$ cat config.mk
export PLATFORM = sky130hd
export DESIGN_NAME = sistema_digital_n
export DESIGN_NICKNAME = d
export VERILOG_FILES = /design/src/rtl/sistema_digital_n.sv
export SDC_FILE = /design/constraint.sdc
export NUM_CORES = 1
export LEC_CHECK = 0
export ABC_AREA = 1
export CAP_MARGIN = 10
export CORE_UTILIZATION = 50
export DETAILED_ROUTE_END_ITERATION = 7
export PLACE_DENSITY_LB_ADDON = 0.08
export SYNTH_ARGS = -nofsm -noshare
export SYNTH_HDL_FRONTEND = slang
export SYNTH_SLANG_ARGS = --single-unit
export TNS_END_PERCENT = 30
$ cat constraint.sdc
create_clock -name clk -period 2.35 [get_ports clk]
set_clock_uncertainty 0.15 [all_clocks]
set_input_delay 0.235 -clock clk [delete_from_list [all_inputs] [get_ports clk]]
set_output_delay 0.235 -clock clk [all_outputs]
set_load 0.02 [all_outputs]
$ cat src/rtl/sistema_digital_n.sv
// Register file plus accumulator sequencer: AC = R0 op1 R1 ... opn R[n_ops]. fin pulses 2+2*n_ops cycles after the start edge.
// No backpressure: xs and wr_en are dropped while busy, and the register file stays frozen for the whole run.
module sistema_digital_n #(
    parameter int N     = 8,
    parameter int NREG  = 4,
    parameter int VALOR = 0
) (
    input  logic                    clk,
    input  logic                    reset,
    input  logic                    xs,
    input  logic                    wr_en,
    input  logic [$clog2(NREG)-1:0] wr_addr,
    input  logic [N-1:0]            wr_data,
    input  logic [$clog2(NREG)-1:0] rd_addr,
    output logic [N-1:0]            rd_data,
    input  logic [$clog2(NREG)-1:0] n_ops,
    input  logic [NREG-1:0]         op_mask,
    output logic [N-1:0]            acc,
    output logic                    busy,
    output logic                    fin,
    output logic                    ovf
);

    localparam int AW = $clog2(NREG);

    typedef enum logic [2:0] {IDLE, LOAD, FETCH, EXEC, DONE} state_t;

    state_t            state, state_nx;
    logic [N-1:0]      regs [NREG];
    logic [N-1:0]      ac, t;
    logic [AW-1:0]     idx, n_lat;
    logic [NREG-1:0]   mask_lat;
    logic              ovf_r;
    logic              start, wr_ok, ld_ac, ld_t, step;
    logic [N:0]        sum;
    logic              sub_op, borrow;

    always_ff @(posedge clk or negedge reset) begin
        if (!reset) begin
            state <= IDLE;
        end else begin
            state <= state_nx;
        end
    end

    always_comb begin
        state_nx = state;
        start    = 1'b0;
        wr_ok    = 1'b0;
        ld_ac    = 1'b0;
        ld_t     = 1'b0;
        step     = 1'b0;
        busy     = 1'b1;
        fin      = 1'b0;
        case (state)
            IDLE: begin
                busy  = 1'b0;
                wr_ok = wr_en;
                if (xs) begin
                    start    = 1'b1;
                    state_nx = LOAD;
                end
            end
            LOAD: begin
                ld_ac    = 1'b1;
                state_nx = (n_lat == '0) ? DONE : FETCH;
            end
            FETCH: begin
                ld_t     = 1'b1;
                state_nx = EXEC;
            end
            EXEC: begin
                step     = 1'b1;
                state_nx = (idx == n_lat) ? DONE : FETCH;
            end
            DONE: begin
                fin      = 1'b1;
                state_nx = IDLE;
            end
            default: state_nx = IDLE;
        endcase
    end

    // A write and a start in the same IDLE cycle both land on this edge,
    // so LOAD on the following edge already sees the new value.
    always_ff @(posedge clk or negedge reset) begin
        if (!reset) begin
            for (int k = 0; k < NREG; k++) begin
                regs[k] <= N'(VALOR);
            end
        end else if (wr_ok) begin
            regs[wr_addr] <= wr_data;
        end
    end

    assign rd_data = regs[rd_addr];

    assign sum    = {1'b0, ac} + {1'b0, t};
    assign sub_op = mask_lat[idx];
    assign borrow = (ac < t);

    always_ff @(posedge clk or negedge reset) begin
        if (!reset) begin
            ac       <= '0;
            t        <= '0;
            idx      <= '0;
            n_lat    <= '0;
            mask_lat <= '0;
            ovf_r    <= 1'b0;
        end else begin
            if (start) begin
                n_lat    <= n_ops;
                mask_lat <= op_mask;
                idx      <= AW'(1);
                ovf_r    <= 1'b0;
            end
            if (ld_ac) begin
                ac <= regs[0];
            end
            if (ld_t) begin
                t <= regs[idx];
            end
            if (step) begin
                idx <= idx + AW'(1);
                if (sub_op) begin
                    ac <= ac - t;
                    if (borrow) begin
                        ovf_r <= 1'b1;
                    end
                end else begin
                    ac <= sum[N-1:0];
                    if (sum[N]) begin
                        ovf_r <= 1'b1;
                    end
                end
            end
        end
    end

    assign acc = ac;
    assign ovf = ovf_r;

endmodule
==> out/results.ini <==
[outcome]
status = completed

[clocking]
cts_tree = yes
clk_latency_ns = 0.33
post-cts-setup-buffer-count = 0
cts-buffers-inserted = 9
clkTransAtPathRegs_ns = 0.07
htree_levels = 3
clock_sinks = 60
clockBufferDepth = 2
root_buffer = clkbuf_8

[setup_path]
crit_arrival_ns = 1.69
crit_type = reg2out
cp.depth = 3
r2r_start = acc[0]
cp_top_family = buffers and inverters
cp_cell_sequence = inv_1 -> nor3_1 -> clkdlybuf4s50_1
cp_max_fo = 5
crit_buf_inv = 2
start_kind = flop
critical_path.max_stage_delay_ns = 0.63
timing.rr.end = acc[6]
required_ns = 1.97
crit_path_end_kind = output port
r2r_cells = 10
r2r_slack_ns = 0.33
slowest_stage = clkdlybuf4s50_1

[sta]
setup_tns_ns = 0
slew_headroom = 0.567
period_share = 0.882
hold_ws_ns = 0.277
clock.fmax_mhz = 483
drv_slew = 0
worstMarginPinSlew_ns = 0.647
min_period_ns = 2.07
setup_violations = 0
final-hold-violation-count = 0
rsz0062_at_grt = no

[detailed_routing]
viasPerCell = 5.29
wl_per_cell_microns = 14.0
num_vias = 3211
totalWireLength_microns = 8500
drc = 0
drtAntennaViolNets = 0
first_iter_violations = 193
first_pass_iters = 4

[logic_synthesis]
synth-simple-area-share = 0.201
synth_top_family_by_area = simple AND/OR/NAND/NOR gates
synth_xor_area_frac = 0.00476
yosys_warnings = 0
ys_ff_latch = 60
synthMuxAreaShare = 0.0581
synth_compound_area_frac = 0.179
synth_nets = 501
netlist_area_sq_um = 3680
synthAdderAreaFrac = 0.0652
avgSynthCellArea_sq_um = 7.99
synth_cell_types = 30
yosysSeqAreaShare = 0.408
netlist_instances = 461

[floorplanning]
rows = 30
ios = 41
die_w_microns = 87.8
fp.coreArea_sq_um = 6940
dieArea_sq_um = 7710
initial_core_util = 0.530
dieHeight_microns = 87.8

[flow_run]
cap_violations = 0

[power]
ir_drop_uv = 516
power_leakage_nw = 2.16
power_density_nw_per_um2 = 1480

[global_routing]
antenna_found_initial = 0
grt_pass1_wl_microns = 14400
first_global_vias = 2911
grt.total_usage = 0.245
grt.overflow.total = 0
grt_start_max_net_pins = 38

[final_layout]
regArea_sq_um = 1500
n_antenna_cell = 0
drive_above_1_share = 0.110
fill_cells = 610
nNetsFinal = 547
syn2layout_area_growth_pct = 20.9
multi_input_area_sq_um = 1870

[place]
io_buffers = 40
hpwl_microns = 6380
globalplace.congestion = 0.854

[hold_path]
hold_path_class = in2async

==> per-layer routing <==
layer  part of all wire  global-route usage  routed length [microns]  vias to the layer above
met2               0.44               0.368                     3750                       89
met5                  0                   0                        0                        -
met1               0.51               0.366                     4300                     1486
li1                   -                   -                        -                     1629
met4             0.0094              0.0864                       80                        0
met3              0.044              0.0311                      370                        7
==> how the worst max path moves through the flow <==
stage | to | start
after floorplan | ovf | acc[0]
after global placement | rd_data[7] | rd_addr[0]
after detailed placement | rd_data[7] | rd_addr[0]
after CTS | rd_data[7] | rd_addr[0]
after global routing | fin | state[2]
final | fin | state[2]
==> Yosys cell counts <==
master / n / area share
a22oi_1: 7 / 0.014
nand4_1: 1 / 0.0017
nand2_2: 1 / 0.0017
xor2_1: 2 / 0.0048
buf_1: 1 / 0.0010
dfrtp_1: 60 / 0.41
o32ai_1: 1 / 0.0024
nor3_1: 1 / 0.0014
nand2_1: 105 / 0.11
fa_1: 2 / 0.011
nor2_4: 1 / 0.0031
nor2_2: 1 / 0.0017
o21a_1: 1 / 0.0020
clkbuf_1: 7 / 0.0071
nor2_1: 23 / 0.023
nand3b_1: 2 / 0.0041
nor3_4: 5 / 0.022
mux2_2: 19 / 0.058
buf_4: 3 / 0.0061
a21oi_1: 51 / 0.069
o21bai_1: 3 / 0.0061
nand3_1: 22 / 0.030
ha_1: 16 / 0.054
o21ai_0: 48 / 0.065
a31oi_1: 8 / 0.014
buf_2: 8 / 0.011
o221ai_1: 1 / 0.0024
inv_1: 58 / 0.059
nand3_4: 1 / 0.0048
o211ai_1: 2 / 0.0041
==> cell usage in the layout, fill, tap and decap left out, drive strengths merged, types with 3 or more instances in the layout <==
| cell type | n |
|---|---|
| inv | 58 |
| a31oi | 8 |
| a22oi | 7 |
| ha | 16 |
| a21oi | 51 |
| mux2 | 19 |
| nor2 | 25 |
| clkdlybuf4s50 | 31 |
| dfrtp | 60 |
| buf | 14 |
| o21ai | 48 |
| nor3 | 6 |
| clkbuf | 10 |
| dlymetal6s2s | 8 |
| nand3 | 23 |
| nand2 | 106 |
| o21bai | 3 |
==> area by class of cell <==
class,count,area share
clock buffer,10,0.0287
clock inverter,5,0.0174
inverter,58,0.0489
multi-input combinational,324,0.420
sequential,60,0.337
tap,96,0.0270
timing repair buffer,54,0.120
==> tightest hold or removal path: cells and delay by family <==
kind     cells  cell delay, ns
buf+inv      3            0.92
==> stage by stage <==
step	setup WS (ns)	total power [mW]	area, sq um	util	instances
2_1_floorplan	0.310	4.55	3680	-	461
3_3_place_gp	0.110	5.52	4220	0.607	591
3_5_place_dp	0.0621	5.60	4220	0.607	591
4_1_cts	0.0484	6.61	4430	0.638	607
5_1_grt	0.173	7.19	4450	0.641	607
6_report	0.278	6.60	4450	0.641	607
==> cells by family (layout without fill, tap and decap cells) <==
| kind of cell | count (synthesis) | count (layout) |
|---|---|---|
| buf+inv | 77 | 127 |
| mux | 19 | 19 |
| compound gates | 122 | 122 |
| fa+ha+maj | 18 | 18 |
| simple gates | 163 | 163 |
| xor+xnor | 2 | 2 |
| flops | 60 | 60 |
==> flip-flops by register name, summed over array words and instances, names as in the netlist <==
| name | flops |
|---|---|
| ovf | 1 |
| mask_lat | 4 |
| acc | 8 |
| idx | 2 |
| n_lat | 2 |
| state | 3 |
| regs | 32 |
| t | 8 |
==> what timing repair did <==
| item | in CTS | in global routing |
|---|---|---|
| endpoints found under the setup margin | 0 | 8 |
| gates resized for setup | 0 | 8 |
| hold buffers | 1 | 0 |
| hold endpoints to repair | 60 | 0 |
==> report_power, final <==
| part | switching, mW | total [mW] | internal [mW] | leakage (nW) |
|---|---|---|---|---|
| combinational | 2.15 | 3.60 | 1.45 | 1.34 |
| clock | 0.402 | 0.990 | 0.588 | 0.102 |
| sequential | 0.457 | 2.01 | 1.55 | 0.718 |
(Power assumes the default switching activity.)
